**config.mk**
```make
export PLATFORM = sky130hd
export DESIGN_NAME = sti_dac_packer
export DESIGN_NICKNAME = d
export VERILOG_FILES = /design/src/rtl/sti_dac_packer.sv
export SDC_FILE = /design/constraint.sdc
export NUM_CORES = 1
export LEC_CHECK = 0
export ABC_AREA = 0
export CORE_AREA = 5 5 159 161
export CTS_BUF_LIST = sky130_fd_sc_hd__clkbuf_2
export DETAILED_ROUTE_END_ITERATION = 12
export DIE_AREA = 0 0 164 166
export HOLD_SLACK_MARGIN = 0.05
export SYNTH_ARGS = -nofsm -noshare
export SYNTH_HDL_FRONTEND = slang
export SYNTH_SLANG_ARGS = --single-unit
```
**constraint.sdc**
```tcl
create_clock -name clk -period 8 [get_ports clk]
set_clock_uncertainty 0.05 [all_clocks]
set_input_delay 1.6 -clock clk [delete_from_list [all_inputs] [get_ports clk]]
set_output_delay 1.6 -clock clk [all_outputs]
set_load 0.03 [all_outputs]
```
**src/rtl/sti_dac_packer.sv**
```systemverilog
// sti_dac_packer: accepts one parallel word per load handshake, builds an
// 8/16/24/32-bit frame from it and shifts that frame out serially. The same
// bitstream is packed into PIX_W-bit pixels and written to pixel memory. At
// end of stream any partial pixel is flushed, the rest of memory is
// zero-filled and pixel_finish is raised.
module sti_dac_packer #(
  parameter int DATA_W = 16,
  parameter int PIX_W  = 8,
  parameter int ADDR_W = 8
) (
  input  logic              clk,
  input  logic              reset,
  input  logic              load,
  output logic              ready,
  input  logic [DATA_W-1:0] pi_data,
  input  logic [1:0]        pi_length,
  input  logic              pi_fill,
  input  logic              pi_msb,
  input  logic              pi_low,
  input  logic              pi_end,
  output logic              so_data,
  output logic              so_valid,
  output logic              pixel_wr,
  output logic [ADDR_W-1:0] pixel_addr,
  output logic [PIX_W-1:0]  pixel_dataout,
  output logic              pixel_finish,
  output logic              pixel_ovf
);

  localparam int FW    = 2 * DATA_W;
  localparam int DEPTH = 2 ** ADDR_W;
  localparam int CW    = ADDR_W + 1;
  localparam int PC_W  = $clog2(PIX_W + 1);
  localparam logic [CW-1:0]     DEPTH_C  = CW'(DEPTH);
  localparam logic [ADDR_W-1:0] ADDR_MAX = {ADDR_W{1'b1}};

  typedef enum logic [2:0] {
    IDLE  = 3'd0,
    BUILD = 3'd1,
    SHIFT = 3'd2,
    DRAIN = 3'd3,
    FILL  = 3'd4,
    DONE  = 3'd5
  } state_t;

  state_t state_r, next_s;

  // Request fields captured on the accept cycle.
  logic [DATA_W-1:0] data_r;
  logic [1:0]        len_r;
  logic              fill_r, msb_r, low_r, end_r;

  // Serializer: frame shift register and count of bits still to emit.
  logic [FW-1:0] sr_r;
  logic [5:0]    bit_cnt_r;

  // Packer: bits collected so far and their number.
  logic [PIX_W-1:0] pix_sr_r;
  logic [PC_W-1:0]  pix_cnt_r;

  // Pixels written so far, saturating at DEPTH.
  logic [CW-1:0] wr_cnt_r;

  logic [5:0]        len_s;
  logic [FW-1:0]     frame_s;
  logic [FW-1:0]     aligned_s;
  logic [ADDR_W-1:0] next_addr_s;
  logic [CW-1:0]     next_cnt_s;
  logic              fill_go_s;

  // Frame formation: select/place the data word, then left-align for MSB-first.
  always_comb begin
    len_s   = {({1'b0, len_r} + 3'd1), 3'b000};
    frame_s = {FW{1'b0}};
    if (int'(len_s) <= DATA_W) begin
      if (low_r) begin
        frame_s = FW'(data_r) & ({FW{1'b1}} >> (FW - int'(len_s)));
      end else begin
        frame_s = FW'(data_r) >> (DATA_W - int'(len_s));
      end
    end else begin
      if (fill_r) begin
        frame_s = FW'(data_r) << (int'(len_s) - DATA_W);
      end else begin
        frame_s = FW'(data_r);
      end
    end
    if (msb_r) begin
      aligned_s = frame_s << (FW - int'(len_s));
    end else begin
      aligned_s = frame_s;
    end
  end

  // Address and count as they will be once the write in flight this cycle retires.
  always_comb begin
    next_addr_s = pixel_addr + ADDR_W'(pixel_wr);
    next_cnt_s  = wr_cnt_r + CW'(pixel_wr);
    fill_go_s   = (state_r == FILL) && (next_cnt_s < DEPTH_C);
  end

  // Next-state logic.
  always_comb begin
    next_s = state_r;
    case (state_r)
      IDLE: begin
        if (load && ready) next_s = BUILD;
        else               next_s = IDLE;
      end
      BUILD: next_s = SHIFT;
      SHIFT: begin
        if (bit_cnt_r == 6'd0) next_s = end_r ? DRAIN : IDLE;
        else                   next_s = SHIFT;
      end
      DRAIN: next_s = FILL;
      FILL: begin
        if (next_cnt_s >= DEPTH_C)      next_s = DONE;
        else if (next_addr_s == ADDR_MAX) next_s = DONE;
        else                            next_s = FILL;
      end
      DONE:    next_s = DONE;
      default: next_s = IDLE;
    endcase
  end

  // State register with registered ready.
  always_ff @(posedge clk) begin
    if (reset) begin
      state_r <= IDLE;
      ready   <= 1'b1;
    end else begin
      state_r <= next_s;
      ready   <= (next_s == IDLE);
    end
  end

  // Capture the request fields only when a load is accepted.
  always_ff @(posedge clk) begin
    if (reset) begin
      data_r <= {DATA_W{1'b0}};
      len_r  <= 2'd0;
      fill_r <= 1'b0;
      msb_r  <= 1'b0;
      low_r  <= 1'b0;
      end_r  <= 1'b0;
    end else if (state_r == IDLE && load) begin
      data_r <= pi_data;
      len_r  <= pi_length;
      fill_r <= pi_fill;
      msb_r  <= pi_msb;
      low_r  <= pi_low;
      end_r  <= pi_end;
    end
  end

  // Serializer: BUILD presents the first bit, SHIFT presents the remaining ones.
  always_ff @(posedge clk) begin
    if (reset) begin
      sr_r      <= {FW{1'b0}};
      bit_cnt_r <= 6'd0;
      so_data   <= 1'b0;
      so_valid  <= 1'b0;
    end else begin
      case (state_r)
        BUILD: begin
          so_valid  <= 1'b1;
          so_data   <= msb_r ? aligned_s[FW-1] : aligned_s[0];
          sr_r      <= msb_r ? {aligned_s[FW-2:0], 1'b0} : {1'b0, aligned_s[FW-1:1]};
          bit_cnt_r <= len_s - 6'd1;
        end
        SHIFT: begin
          if (bit_cnt_r != 6'd0) begin
            so_valid  <= 1'b1;
            so_data   <= msb_r ? sr_r[FW-1] : sr_r[0];
            sr_r      <= msb_r ? {sr_r[FW-2:0], 1'b0} : {1'b0, sr_r[FW-1:1]};
            bit_cnt_r <= bit_cnt_r - 6'd1;
          end else begin
            so_valid <= 1'b0;
            so_data  <= 1'b0;
          end
        end
        default: begin
          so_valid <= 1'b0;
          so_data  <= 1'b0;
        end
      endcase
    end
  end

  // Packer and write issue: shift-packed pixels, the drain pixel, then zero fill.
  always_ff @(posedge clk) begin
    if (reset) begin
      pix_sr_r      <= {PIX_W{1'b0}};
      pix_cnt_r     <= {PC_W{1'b0}};
      pixel_wr      <= 1'b0;
      pixel_dataout <= {PIX_W{1'b0}};
    end else begin
      pixel_wr <= 1'b0;
      if (so_valid) begin
        if (pix_cnt_r == PC_W'(PIX_W - 1)) begin
          pixel_wr      <= 1'b1;
          pixel_dataout <= {pix_sr_r[PIX_W-2:0], so_data};
          pix_sr_r      <= {PIX_W{1'b0}};
          pix_cnt_r     <= {PC_W{1'b0}};
        end else begin
          pix_sr_r  <= {pix_sr_r[PIX_W-2:0], so_data};
          pix_cnt_r <= pix_cnt_r + PC_W'(1);
        end
      end else if (state_r == DRAIN) begin
        if (pix_cnt_r != {PC_W{1'b0}}) begin
          pixel_wr      <= 1'b1;
          pixel_dataout <= pix_sr_r << (PIX_W - int'(pix_cnt_r));
          pix_sr_r      <= {PIX_W{1'b0}};
          pix_cnt_r     <= {PC_W{1'b0}};
        end
      end else if (fill_go_s) begin
        pixel_wr      <= 1'b1;
        pixel_dataout <= {PIX_W{1'b0}};
      end
    end
  end

  // Address/count advance after each write; a write beyond DEPTH flags overflow.
  always_ff @(posedge clk) begin
    if (reset) begin
      pixel_addr <= {ADDR_W{1'b0}};
      wr_cnt_r   <= {CW{1'b0}};
      pixel_ovf  <= 1'b0;
    end else if (pixel_wr) begin
      pixel_addr <= pixel_addr + ADDR_W'(1);
      if (wr_cnt_r == DEPTH_C) pixel_ovf <= 1'b1;
      else                     wr_cnt_r  <= wr_cnt_r + CW'(1);
    end
  end

  // Finish flag, sticky once the machine has reached DONE.
  always_ff @(posedge clk) begin
    if (reset) begin
      pixel_finish <= 1'b0;
    end else if (state_r == DONE) begin
      pixel_finish <= 1'b1;
    end
  end

endmodule

```
## Yosys cells after proc, flatten, opt, wreduce, memory -nomap -nowiden

Cells that the tools add are included.

- Register bits: 106
- Latch bits: 0
- Memory bits (writable): 0
- Memory bits (read-only): 0
- Input port bits: 25
- Output and inout bits: 22
- Word-level logic and storage cells: 110
- Memories: 0

- Add/sub/neg operators: 12
- Multipliers: 0
- Divide/modulo/power cells: 0
- Magnitude comparators: 3
- Equality and inequality tests: 11
- Shift operators: 5
- Mux-type cells: 40
- Bitwise operators: 2
- Reduce and logical (&&, ||, !) cells: 17

Operator list:

| operator | number |
|---|---|
| 2-to-1 mux 32 bit | 7 |
| 2-to-1 mux 8 bit | 9 |
| one-hot mux 32 bit (2 select lines) | 1 |
| AND 16 x 32 -> 32 bit | 1 |
| << shifter 16 x 32 -> 32 bit | 1 |
| << shifter 32 x 32 -> 32 bit | 1 |
| << shifter 8 x 32 -> 8 bit | 1 |
| >> shifter 16 x 32 -> 32 bit | 1 |
| >> shifter 32 x 32 -> 32 bit, first input constant | 1 |
| one-hot mux 3 bit (6 select lines) | 1 |
| 2-to-1 mux 4 bit | 4 |
| 2-to-1 mux 1 bit | 12 |
| one-hot mux 6 bit (2 select lines) | 1 |
| subtractor 6 x 1 -> 6 bit, second input constant | 2 |
| adder 9 x 1 -> 9 bit | 1 |
| adder 9 x 1 -> 9 bit, second input constant | 1 |
| == test 9 bit, second input constant | 1 |
| greater-or-equal comparator 9 bit, second input constant | 1 |
| less-than comparator 9 bit, second input constant | 1 |
| adder 8 x 1 -> 8 bit | 1 |
| adder 8 x 1 -> 8 bit, second input constant | 1 |
| == test 8 bit, second input constant | 1 |
| AND reduction 2 bit | 4 |
| subtractor 5 x 6 -> 7 bit, first input constant | 1 |
| other kinds (25) | 34 |

## Logic depth before layout (Yosys ltp)

- Word-level depth: 10
- Depth in mapped cells: 12
- Gate-level depth less buffers: 8

## Least setup slack after synthesis

Ideal clock, no wire load.

- Kind: register to register
- From: reg len_r[0]
- To: reg so_data
- Setup time: 0.103 ns
- Arrival time: 2.647 ns
- Required time: 7.847 ns
- Setup slack: 5.199 ns
- Cell stages (with the launch flop): 11
- Buffers on the path: 2
- Clock period less this slack: 2.801 ns
- Cell sequence: dfxtp_1 -> buf_2 -> clkinv_1 -> ha_1 -> or3b_1 -> buf_2 -> nor2_2 -> a21oi_1 -> or3_1 -> a22o_1 -> a2111oi_2

- Cells in the longest elaborated chain, start to end: 10
- Elaborated cells on any way between the ends: 16
- Classes of those cells: add/sub: 4; order compare: 1; shift: 4; mux: 6; bitwise: 1

Ends and longest elaborated chain:

| element | RTL line | source |
|---|---|---|
| start, declared | 50 | `logic [1:0] len_r;` |
| start signal, assigned | 148 | `len_r <= pi_length;` |
| adder 2 x 1 -> 3 bit * | 73 | `len_s = {({1'b0, len_r} + 3'd1), 3'b000};` |
| subtractor 6 x 6 -> 7 bit | 77, 89 |  |
| >> shifter 32 x 32 -> 32 bit | 77 | `frame_s = FW'(data_r) & ({FW{1'b1}} >> (FW - int'(len_s)));` |
| AND 16 x 32 -> 32 bit | 77 |  |
| 2-to-1 mux 32 bit | 76 | `if (low_r) begin` |
| 2-to-1 mux 32 bit | 75 | `if (int'(len_s) <= DATA_W) begin` |
| << shifter 32 x 32 -> 32 bit | 89 | `aligned_s = frame_s << (FW - int'(len_s));` |
| 2-to-1 mux 32 bit * | 88 | `if (msb_r) begin` |
| 2-to-1 mux 1 bit * | 167 | `so_data <= msb_r ? aligned_s[FW-1] : aligned_s[0];` |
| one-hot mux 1 bit (2 select lines) * | 164 | `case (state_r)` |
| end signal, assigned | 167 |  |
| end signal, assigned | 174 | `so_data <= msb_r ? sr_r[FW-1] : sr_r[0];` |
| end, declared | 21 | `output logic so_data,` |

Every way passes the cells marked *; elsewhere a longest branch is shown, timed or not.
A chain may end at the register's enable or synchronous reset.

## Final worst setup path

- From: reg len_r[0]
- To: reg sr_r[26]

- Cells in the longest elaborated chain, start to end: 10
- Elaborated cells on any way between the ends: 16
- Classes of those cells: add/sub: 4; order compare: 1; shift: 4; mux: 6; bitwise: 1

Ends and longest elaborated chain:

| element | RTL line | source |
|---|---|---|
| adder 2 x 1 -> 3 bit * | 73 |  |
| subtractor 6 x 6 -> 7 bit | 77, 89 |  |
| >> shifter 32 x 32 -> 32 bit | 77 |  |
| AND 16 x 32 -> 32 bit | 77 |  |
| 2-to-1 mux 32 bit | 76 |  |
| 2-to-1 mux 32 bit | 75 |  |
| << shifter 32 x 32 -> 32 bit | 89 |  |
| 2-to-1 mux 32 bit * | 88 |  |
| 2-to-1 mux 32 bit * | 168 | `sr_r <= msb_r ? {aligned_s[FW-2:0], 1'b0} : {1'b0, aligned_s[FW-1:1]};` |
| one-hot mux 32 bit (2 select lines) * | 164 |  |
| end signal, assigned | 159 | `sr_r <= {FW{1'b0}};` |
| end signal, assigned | 168 |  |
| end signal, assigned | 175 | `sr_r <= msb_r ? {sr_r[FW-2:0], 1'b0} : {1'b0, sr_r[FW-1:1]};` |
| end, declared | 54 | `logic [FW-1:0] sr_r;` |

Marks and branches as above.

==> out/qor.csv <==
stage,metric,value,unit
synthesis,mux contribution to synthesized area,5.28,%
synthesis,Synth top area share,30.4,%
pwr,share of total power in the clock network,20.4,%
clock_tree,TritonCTS buffer count,9,
synthesis,post-synthesis xor/xnor area fraction,2.49,%
sta,Setup WS post-layout,3.76,ns
pwr,Peak VDD IR,0.0762,mV
outcome,outcome,completed,
pwr,switching portion of total power,41.2,%
setup_path,buffers and inverters on the worst path,3,
floorplan,num rows,57,
global_route,global route total overflow,0,
cells_and_area,Final Util,32.3,%
pwr,Static Leak,2.45,nW
setup_path,Worst path slowest cell,clkinv_1,
clock_tree,Max H-tree Level,3,
place,HPWL after DPL,15800,µm
global_route,vias in the first global route,6631,
synthesis,Synth Flop Type,dfxtp_1,
sta,# setup viols final,0,
setup_path,Worst EP required,8.54,ns
sta,worst slew pin tran,0.993,ns
hold_path,hold crit path type,flop to flop,
clock_tree,cts repair resizes,0,
synthesis,simple logic cell fraction of the synthesized area,23.8,%
sta,setup TNS,0,ns
drt,total number of vias,7099,
sta,relative slew slack,33.8,%
floorplan,die height,166,µm
place,Routability Congestion,1.03,
synthesis,"count leader, synth",nand2_1,
floorplan,Die X,164,µm
cells_and_area,layout cell share with drive strength beyond 1,6.30,%
synthesis,Compound-Gate Fraction of Synth Area,29.3,%
global_route,first-pass GRT wire length,37000,µm
clock_tree,clock net sink count,106,
synthesis,Area contributors post-synth,"dfxtp_1 30%, a21oi_1 6.4%, nand2_1 6.4%",
synthesis,largest family of logic cells by synthesized area,compound AO/OA/AOI/OAI gates,
clock_tree,Clock transition at path regs,0.32,ns
place,port bufs,46,
cells_and_area,Filler cells,2605,
synthesis,Netlist Area Pre-Place,0.00699,mm²
setup_path,Critical Path Start Type,flop,
sta,unrepaired setup endpoints after global routing,false,
drt,"wirelength, routed",23000,µm
clock_tree,clk buf depth,2,
setup_path,worst-path cell chain,buf_4 > clkinv_1 > ha_1 > buf_4 > nand2_1 > a2bb2oi_2 > a21o_1 > a22o_1 > o21ai_0 > a211oi_1,
global_route,largest net degree at the start of global routing,90,
pwr,P_sw,0.000520,W
setup_path,"Arr. time, crit path",4.78,ns
sta,WHS,0.443,ns
synthesis,Synth Area in Adders,2.51,%
setup_path,"Largest delay share family, worst path",compound AO/OA/AOI/OAI gates,
floorplan,Core Area,0.0238,mm²
clock_tree,TritonCTS clock tree,done,
floorplan,Initial Util,29.3,%
setup_path,Setup Crit Path Kind,flop to flop,
global_route,initial antenna violation count,1,
sta,Pins Over Slew Limit,0,
setup_path,CP max FO,49,
place,placed cell areas,0.00758,mm²
clock_tree,CTS Root Cell,clkbuf_2,
synthesis,yosys warns,0,
synthesis,synthesized area per cell,7.48,µm²
synthesis,Post-synth top cells,"120 x nand2_1, 106 x dfxtp_1, 100 x nor2_1, 90 x a21oi_1, 57 x clkbuf_1",
floorplan,Ports,47,
sta,"Min Clock Period, post-route",4.24,ns
pwr,Logic pwr share,30.6,%
synthesis,asr flop ratio synth,0,%
cells_and_area,Layout Nets,955,
flow_run,Max Cap Viol,0,
synthesis,Synthesized Nets,973,
pwr,pwr dens,164,mW/mm²
setup_path,crit end category,flop,
synthesis,number of synthesized flops with an enable pin,0,
global_route,GRT Total Usage,16.7,%
clock_tree,hold-fix buffers at CTS,0,
synthesis,Cell variety after synth,82,
sta,final hold vios,0,
place,post-place setup slack,3.96,ns
sta,Max Clock Freq,0.236,GHz
drt,Pre-Repair DR Iteration Count,5,
setup_path,Worst path most repeated cell,buf_4,
setup_path,Crit path largest cell delay,0.49,ns
cells_and_area,synth-to-layout area growth,10.1,%
drt,Avg Vias per Cell,5.70,
drt,DRC,0,
sta,final critical-path share of the clock period,53.0,%
drt,DR iter-0 viols,822,
clock_tree,Clock Latency Late Sink,0.67,ns
drt,Routed Antenna Nets,0,
floorplan,total die area,0.0272,mm²
pwr,register share of total power,49.0,%
pwr,P_int,0.000742,W
synthesis,"Seq/Total Area, Yosys",30.4,%
synthesis,Mapped Cells,934,
cells_and_area,"Design Area, Final",0.00770,mm²
synthesis,Synth area leader,dfxtp_1,
drt,Routed WL per cell,18.4,µm
synthesis,number of synthesized register bits,106,
clock_tree,"Setup Fix Bufs, Post-CTS",0,
[placed cells by master (no fill, tap or decap), drive strengths merged, types with 5 or more instances in the layout]
cell type	netlist	layout
and2	7	7
clkbuf	58	9
nand2b	8	8
inv	20	23
a31oi	7	7
a32oi	9	9
or3	6	6
nor2	101	101
nand3	22	22
o21ai	48	48
o211ai	12	12
clkdlybuf4s50	0	45
a22o	10	10
nand4	9	9
a211oi	29	29
nor3b	5	5
xnor2	8	8
a2111oi	7	7
nand2	120	120
dfxtp	106	106
buf	26	10
a32o	5	5
nor4	9	9
a311oi	5	5
ha	14	14
nand3b	6	6
a221oi	19	19
xor2	11	11
nor2b	10	10
a21oi	91	91
nor3	35	35
o221ai	5	5
mux2	7	7
mux2i	29	29
and3	5	5
o22ai	10	10
a22oi	13	13
[layer usage]
layer / GRT usage (%) / vias to the layer above / share of wire, %
met3: 2.90 / 67 / 6.7
met2: 24.5 / 305 / 44
met4: 7.48 / 0 / 4.3
met1: 23.6 / 3327 / 45
li1: - / 3400 / -
met5: 0 / - / 0
[worst paths after layout]
| kind | from | end | slack (ns) | depth (start not counted) |
|---|---|---|---|---|
| setup reg to reg | len_r[0]$_SDFFE_PP0P_ | sr_r[26]$_SDFFE_PP0P_ | 3.76 | 10 |
| hold reg to reg | sr_r[1]$_SDFFE_PP0P_ | sr_r[1]$_SDFFE_PP0P_ | 0.44 | 2 |
| hold / removal | sr_r[1]$_SDFFE_PP0P_ | sr_r[1]$_SDFFE_PP0P_ | 0.44 | 2 |
| setup / recovery | len_r[0]$_SDFFE_PP0P_ | sr_r[26]$_SDFFE_PP0P_ | 3.76 | 10 |
[flip-flops by register name, summed over array words and instances (netlist names), 3 cells and up]
register,flops
sr_r,32
data_r,16
wr_cnt_r,9
pix_sr_r,8
pixel_addr,8
pixel_dataout,8
bit_cnt_r,6
pix_cnt_r,4
state_r,3
[power groups by stage]
| stage | Clock, W | Sequential, W | Combinational, W |
|---|---|---|---|
| after floorplan | 0 | 0.000602 | 0.000279 |
| after global placement | 0 | 0.000625 | 0.000379 |
| after detailed placement | 0 | 0.000624 | 0.000378 |
| after CTS | 0.000270 | 0.000616 | 0.000380 |
| after global routing | 0.000288 | 0.000624 | 0.000417 |
| final | 0.000258 | 0.000618 | 0.000386 |
[stage by stage]
stage	cells	power, W
2_1_floorplan	934	0.000881
3_3_place_gp	1229	0.00100
3_5_place_dp	1229	0.00100
4_1_cts	1245	0.00127
5_1_grt	1246	0.00133
6_report	1246	0.00126
[worst reg2reg max path: cells and delay by family, from the launching register on]
kind / cells / cell delay [ns]
AO/OA/AOI/OAI: 5 / 1.72
flip-flops: 1 / 0.38
adder cells (fa/ha/maj): 1 / 0.44
buffers and inverters: 3 / 1.31
AND/OR/NAND/NOR: 1 / 0.30
[final cells by class]
| type | count | area (µm²) | area share (%) |
|---|---|---|---|
| antenna | 1 | 2.50 | 0.0325 |
| clock buffer | 9 | 45.0 | 0.585 |
| clock inverter | 7 | 70.1 | 0.910 |
| inverter | 21 | 78.8 | 1.02 |
| multi-input combinational | 723 | 4450 | 57.8 |
| sequential | 106 | 2120 | 27.6 |
| tap | 324 | 405 | 5.27 |
| timing repair buffer | 55 | 526 | 6.83 |
[logic make-up (layout without fill, tap and decap cells)]
| family | count (synthesis) | count (layout) |
|---|---|---|
| flip-flops | 106 | 106 |
| AND/OR/NAND/NOR | 353 | 353 |
| other | 0 | 1 |
| XOR/XNOR | 19 | 19 |
| adder cells (fa/ha/maj) | 14 | 14 |
| buffers and inverters | 105 | 92 |
| AO/OA/AOI/OAI | 301 | 301 |
| multiplexers | 36 | 36 |
Power figures use the tool's default switching activity.
